[src/rtl/fetch_unit.sv]
// fetch_unit: single-stage instruction fetch with a one-entry ir slot,
// branch redirect/flush, halt/resume control and a saturating fetch counter.
//
// state   | meaning
// --------+----------------------------------------------------------------
// S_FETCH | fetching: load ir from rom_data whenever the slot is free
// S_HALT  | stopped: pc and fetch_count hold, a pending ir may still drain
module fetch_unit #(
  parameter logic [7:0] RESET_PC = 8'h00,
  parameter int         CNT_W    = 16
) (
  input  logic             clk,
  input  logic             rst_n,
  output logic [7:0]       pc,
  input  logic [15:0]      rom_data,
  output logic [15:0]      ir,
  output logic [7:0]       ir_pc,
  output logic             ir_valid,
  input  logic             ir_ready,
  input  logic             br_taken,
  input  logic [7:0]       br_target,
  input  logic             halt_req,
  input  logic             resume,
  output logic             halted,
  output logic [CNT_W-1:0] fetch_count
);

  typedef enum logic {
    S_FETCH = 1'b0,
    S_HALT  = 1'b1
  } state_t;

  localparam logic [CNT_W-1:0] CNT_ONE = {{(CNT_W-1){1'b0}}, 1'b1};

  state_t state;
  state_t state_next;
  logic   slot_free;
  logic   handshake;
  logic   do_fetch;

  // Next-state and fetch decision; a redirect always suppresses the fetch.
  always_comb begin
    state_next = state;
    do_fetch   = 1'b0;
    slot_free  = !ir_valid || ir_ready;
    handshake  = ir_valid && ir_ready;
    case (state)
      S_FETCH: begin
        do_fetch = slot_free && !br_taken;
        if (halt_req) state_next = S_HALT;
      end
      S_HALT: begin
        if (resume) state_next = S_FETCH;
      end
      default: state_next = S_FETCH;
    endcase
  end

  // State register; halted mirrors the registered state.
  always_ff @(posedge clk or negedge rst_n) begin
    if (!rst_n) begin
      state  <= S_FETCH;
      halted <= 1'b0;
    end else begin
      state  <= state_next;
      halted <= (state_next == S_HALT);
    end
  end

  // Program counter: redirect wins, otherwise advance (mod 256) on a fetch.
  always_ff @(posedge clk or negedge rst_n) begin
    if (!rst_n) begin
      pc <= RESET_PC;
    end else if (br_taken) begin
      pc <= br_target;
    end else if (do_fetch) begin
      pc <= pc + 8'd1;
    end
  end

  // Instruction register and its source address, loaded only on a fetch.
  always_ff @(posedge clk or negedge rst_n) begin
    if (!rst_n) begin
      ir    <= 16'h0000;
      ir_pc <= 8'h00;
    end else if (do_fetch) begin
      ir    <= rom_data;
      ir_pc <= pc;
    end
  end

  // Slot occupancy: flush on redirect, fill on fetch, drain on handshake.
  always_ff @(posedge clk or negedge rst_n) begin
    if (!rst_n) begin
      ir_valid <= 1'b0;
    end else if (br_taken) begin
      ir_valid <= 1'b0;
    end else if (do_fetch) begin
      ir_valid <= 1'b1;
    end else if (handshake) begin
      ir_valid <= 1'b0;
    end
  end

  // Fetch counter, sticks at all ones.
  always_ff @(posedge clk or negedge rst_n) begin
    if (!rst_n) begin
      fetch_count <= '0;
    end else if (do_fetch && (fetch_count != '1)) begin
      fetch_count <= fetch_count + CNT_ONE;
    end
  end

endmodule

[config.mk]
export PLATFORM = sky130hd
export DESIGN_NAME = fetch_unit
export DESIGN_NICKNAME = d
export VERILOG_FILES = /design/src/rtl/fetch_unit.sv
export SDC_FILE = /design/constraint.sdc
export NUM_CORES = 1
export LEC_CHECK = 0
export BUFFER_PORTS_ARGS = -buffer_cell sky130_fd_sc_hd__buf_2
export CORE_MARGIN = 4
export CORE_UTILIZATION = 35
export CTS_BUF_LIST = sky130_fd_sc_hd__clkbuf_16
export DETAILED_ROUTE_END_ITERATION = 10
export PLACE_DENSITY = 0.58
export SLEW_MARGIN = 0
export SYNTH_ARGS = -nofsm -noshare
export SYNTH_HDL_FRONTEND = slang
export SYNTH_SLANG_ARGS = --single-unit
export TNS_END_PERCENT = 50
[constraint.sdc]
create_clock -name clk -period 3.65 [get_ports clk]
set_input_delay 0.73 -clock clk [delete_from_list [all_inputs] [get_ports clk]]
set_output_delay 0.73 -clock clk [all_outputs]
set_load 0.02 [all_outputs]
==> impl_metrics.env <==
export IMPL_dp_hpwl_mm=3.65
export IMPL_synth_top_cells_by_count="nand2_1, dfrtp_1, mux2_2"
export IMPL_diodes=0
export IMPL_hold_path_end="ir[9]$_DFFE_PN0P_"
export IMPL_r2r_slack_ns=1.81
export IMPL_final_layout_size_suffix_gt1_share_pct=34.2
export IMPL_critPathMaxFanout=7
export IMPL_crit_type="reg -> reg"
export IMPL_worst_path_max_delay_cell="nor4_2"
export IMPL_globalRouteMet2Util_pct=21.7
export IMPL_fin_setup_tns_ns=0
export IMPL_antenna_left=0
export IMPL_async_reset_ff_share_pct=100
export IMPL_grtUsageMet1_pct=18.5
export IMPL_hp_start="ir[9]$_DFFE_PN0P_"
export IMPL_synth_top_area_share_pct=56.3
export IMPL_syn_inst=214
export IMPL_insertion_delay_ns=0.29
export IMPL_status="complete, no violations"
export IMPL_htree_levels=2
export IMPL_placed_cell_area_mm2=0.00268
export IMPL_clk_pin_slew_ns=0.06
export IMPL_vdd_drop_max_uv=383
export IMPL_synthTopCellsByArea="dfrtp_1, nand2_1, mux2_2"
export IMPL_clock_path_buffers=2
export IMPL_setup_viol=0
export IMPL_grt_max_degree=35
export IMPL_timing_rr_end="fetch_count[8]$_DFFE_PN0P_"
export IMPL_synth_seq_cells=50
export IMPL_slowest_delay_ns=0.50
export IMPL_worst_clock_skew_ns=0.00439
export IMPL_via_per_inst=4.84
export IMPL_cp_end_kind="register"
export IMPL_overflow=0
export IMPL_antenna_found_initial=0
export IMPL_rows=28
export IMPL_hp_class="reg -> reg"
export IMPL_powerDensity_mw_per_mm2=577
export IMPL_drt_initial_drc_count=81
export IMPL_finalInstanceArea_mm2=0.00282
export IMPL_drv_slew=0
export IMPL_routedWlPerCell_um=13.5
export IMPL_maxCapViolations=0
export IMPL_path_cells="ha_1, nand4_1, nor4_2, nand2_1, mux2_2"
export IMPL_syn_nets=246
export IMPL_wl_mm=5.01
export IMPL_initial_core_util_pct=36.9
export IMPL_cp_arrival_ns=2.02
export IMPL_synthMuxAreaShare_pct=5.46
export IMPL_start_kind="register"
export IMPL_synth_edf_count=0
export IMPL_yosys_warnings=0
export IMPL_numCtsBuffers=5
export IMPL_leakagePower_nw=1.47
export IMPL_power_mw=1.63
export IMPL_synth_compound_area_share_pct=7.04
export IMPL_first_global_vias=1674
export IMPL_synth_main_ff_cell="dfrtp_1"
export IMPL_synth_area_leader_cell="dfrtp_1"
export IMPL_synth_simple_gate_area_share_pct=21.4
export IMPL_synth_top_family_by_area="simple AND/OR/NAND/NOR gates"
export IMPL_post_cts_buffers=0
export IMPL_crit_required_ns=3.83
export IMPL_synth_distinct_cells=38
export IMPL_dp_slack_ns=1.52
export IMPL_ios=80
export IMPL_period_minus_slack_ns=1.84
export IMPL_grt_use_met3_pct=3.29
export IMPL_die_y_um=87.7
export IMPL_final_core_util_pct=46.8
export IMPL_dr_pass1_iters=4
export IMPL_tightest_slew_ns=0.730
export IMPL_grt_pass1_wl_mm=8.31
export IMPL_rr_startpoint="fetch_count[0]$_DFFE_PN0P_"
export IMPL_avgSynthCellArea_um2=10.4
export IMPL_cts_sinks=50
export IMPL_fmax_ghz=0.544
export IMPL_path_delay_family="simple AND/OR/NAND/NOR gates"
export IMPL_port_buffers=79
export IMPL_synth_fa_ha_area_share_pct=1.13
export IMPL_vias=1792
export IMPL_design_core_area_mm2=0.00603
export IMPL_fp_dieArea_mm2=0.00768
export IMPL_syn_area_mm2=0.00222
export IMPL_min_period_over_period_pct=50.4
export IMPL_synthXorXnorAreaFrac_pct=5.92
export IMPL_yosysMostFrequentCell="nand2_1"
export IMPL_dieWidth_um=87.7
export IMPL_root_buffer="clkbuf_16"
export IMPL_nets=326
export IMPL_cp_num_buf_inv=0
export IMPL_tritoncts="done"
export IMPL_syn_to_final_growth_pct=27.0
export IMPL_rsz0062_at_grt="no"
export IMPL_top_usage_layer="met2"
export IMPL_postCtsHoldBufs=0
export IMPL_drc=0
export IMPL_post_cts_resized=0
export IMPL_r2r_cells=5
export IMPL_place_gp_congestion=0.699
export IMPL_finalHoldViolCount=0
export IMPL_seq_area_frac_synth_pct=56.3
export IMPL_hold_depth=2
export IMPL_slew_limit_headroom_pct=51.3
export IMPL_gr_usage_all_layers_pct=13.8
export IMPL_worst_slack_ns=1.81
state kept, by name, summed over array words and instances, names as in the netlist:
| name | cells |
|---|---|
| fetch_count | 16 |
| ir_valid | 1 |
| ir_pc | 8 |
| state | 1 |
| pc | 8 |
| ir | 16 |
where the power goes:
group	switching [mW]	leakage [nW]	internal, mW
Combinational	0.275	0.777	0.169
Clock	0.191	0.0663	0.247
Sequential	0.0865	0.626	0.659
per-stage QoR:
stage / hold WS (ns) / cells
after floorplan: 0.434 / 214
after global placement: 0.454 / 362
after detailed placement: 0.459 / 362
after CTS: 0.474 / 370
after global routing: 0.500 / 370
final: 0.469 / 370
worst min-delay path, stage by stage, from the launching register on:
cell and delay, ns:
dfrtp_1 0.33, nand2_1 0.05, nand2_1 0.06
placed cells by master (no fill, tap or decap), types with 3 or more instances in the layout:
master,instances
buf_2,79
nand2_1,66
dfrtp_1,50
mux2_2,9
xor2_1,8
o21ai_0,8
xnor2_1,7
nand4_1,6
nor2_1,5
and3_1,5
clkbuf_16,5
a31oi_1,4
a21oi_1,4
inv_1,3
nand3_1,3
clkinv_1,3
buf_4,3
cells by family (layout without fill, tap and decap cells):
kind of cell	after synthesis	after routing
DFF	50	50
AOI/OAI and AO/OA	24	24
buffers and inverters	12	93
xor gates and xnor gates	15	15
adders and majority gates	2	2
and+or+nand+nor	100	100
muxes	11	11
layer usage:
metal	up-vias	wire length, um
li1	888	-
met1	833	2340
met2	63	2230
met3	8	353
met4	0	83
met5	-	0
layout make-up:
cell class | count | area (um^2)
multi-input cells | 152 | 910
clock inverters | 3 | 11.3
repair buffers | 82 | 418
inverters | 3 | 11.3
flip-flops and latches | 50 | 1250
clock buffers | 5 | 125
fillers | 591 | 3210
well taps | 75 | 93.8
worst max-delay path by stage:
stage	end	start	slack, ns	cells past startpoint
floorplan	fetch_count[1]$_DFFE_PN0P_	br_taken	1.75	5
global route	fetch_count[8]$_DFFE_PN0P_	fetch_count[0]$_DFFE_PN0P_	1.56	5
finish	fetch_count[8]$_DFFE_PN0P_	fetch_count[0]$_DFFE_PN0P_	1.81	5
detailed placement	fetch_count[8]$_DFFE_PN0P_	br_taken	1.52	4
global placement	fetch_count[8]$_DFFE_PN0P_	br_taken	1.53	4
CTS	fetch_count[8]$_DFFE_PN0P_	fetch_count[0]$_DFFE_PN0P_	1.76	5
Power figures use the tool's default switching activity.
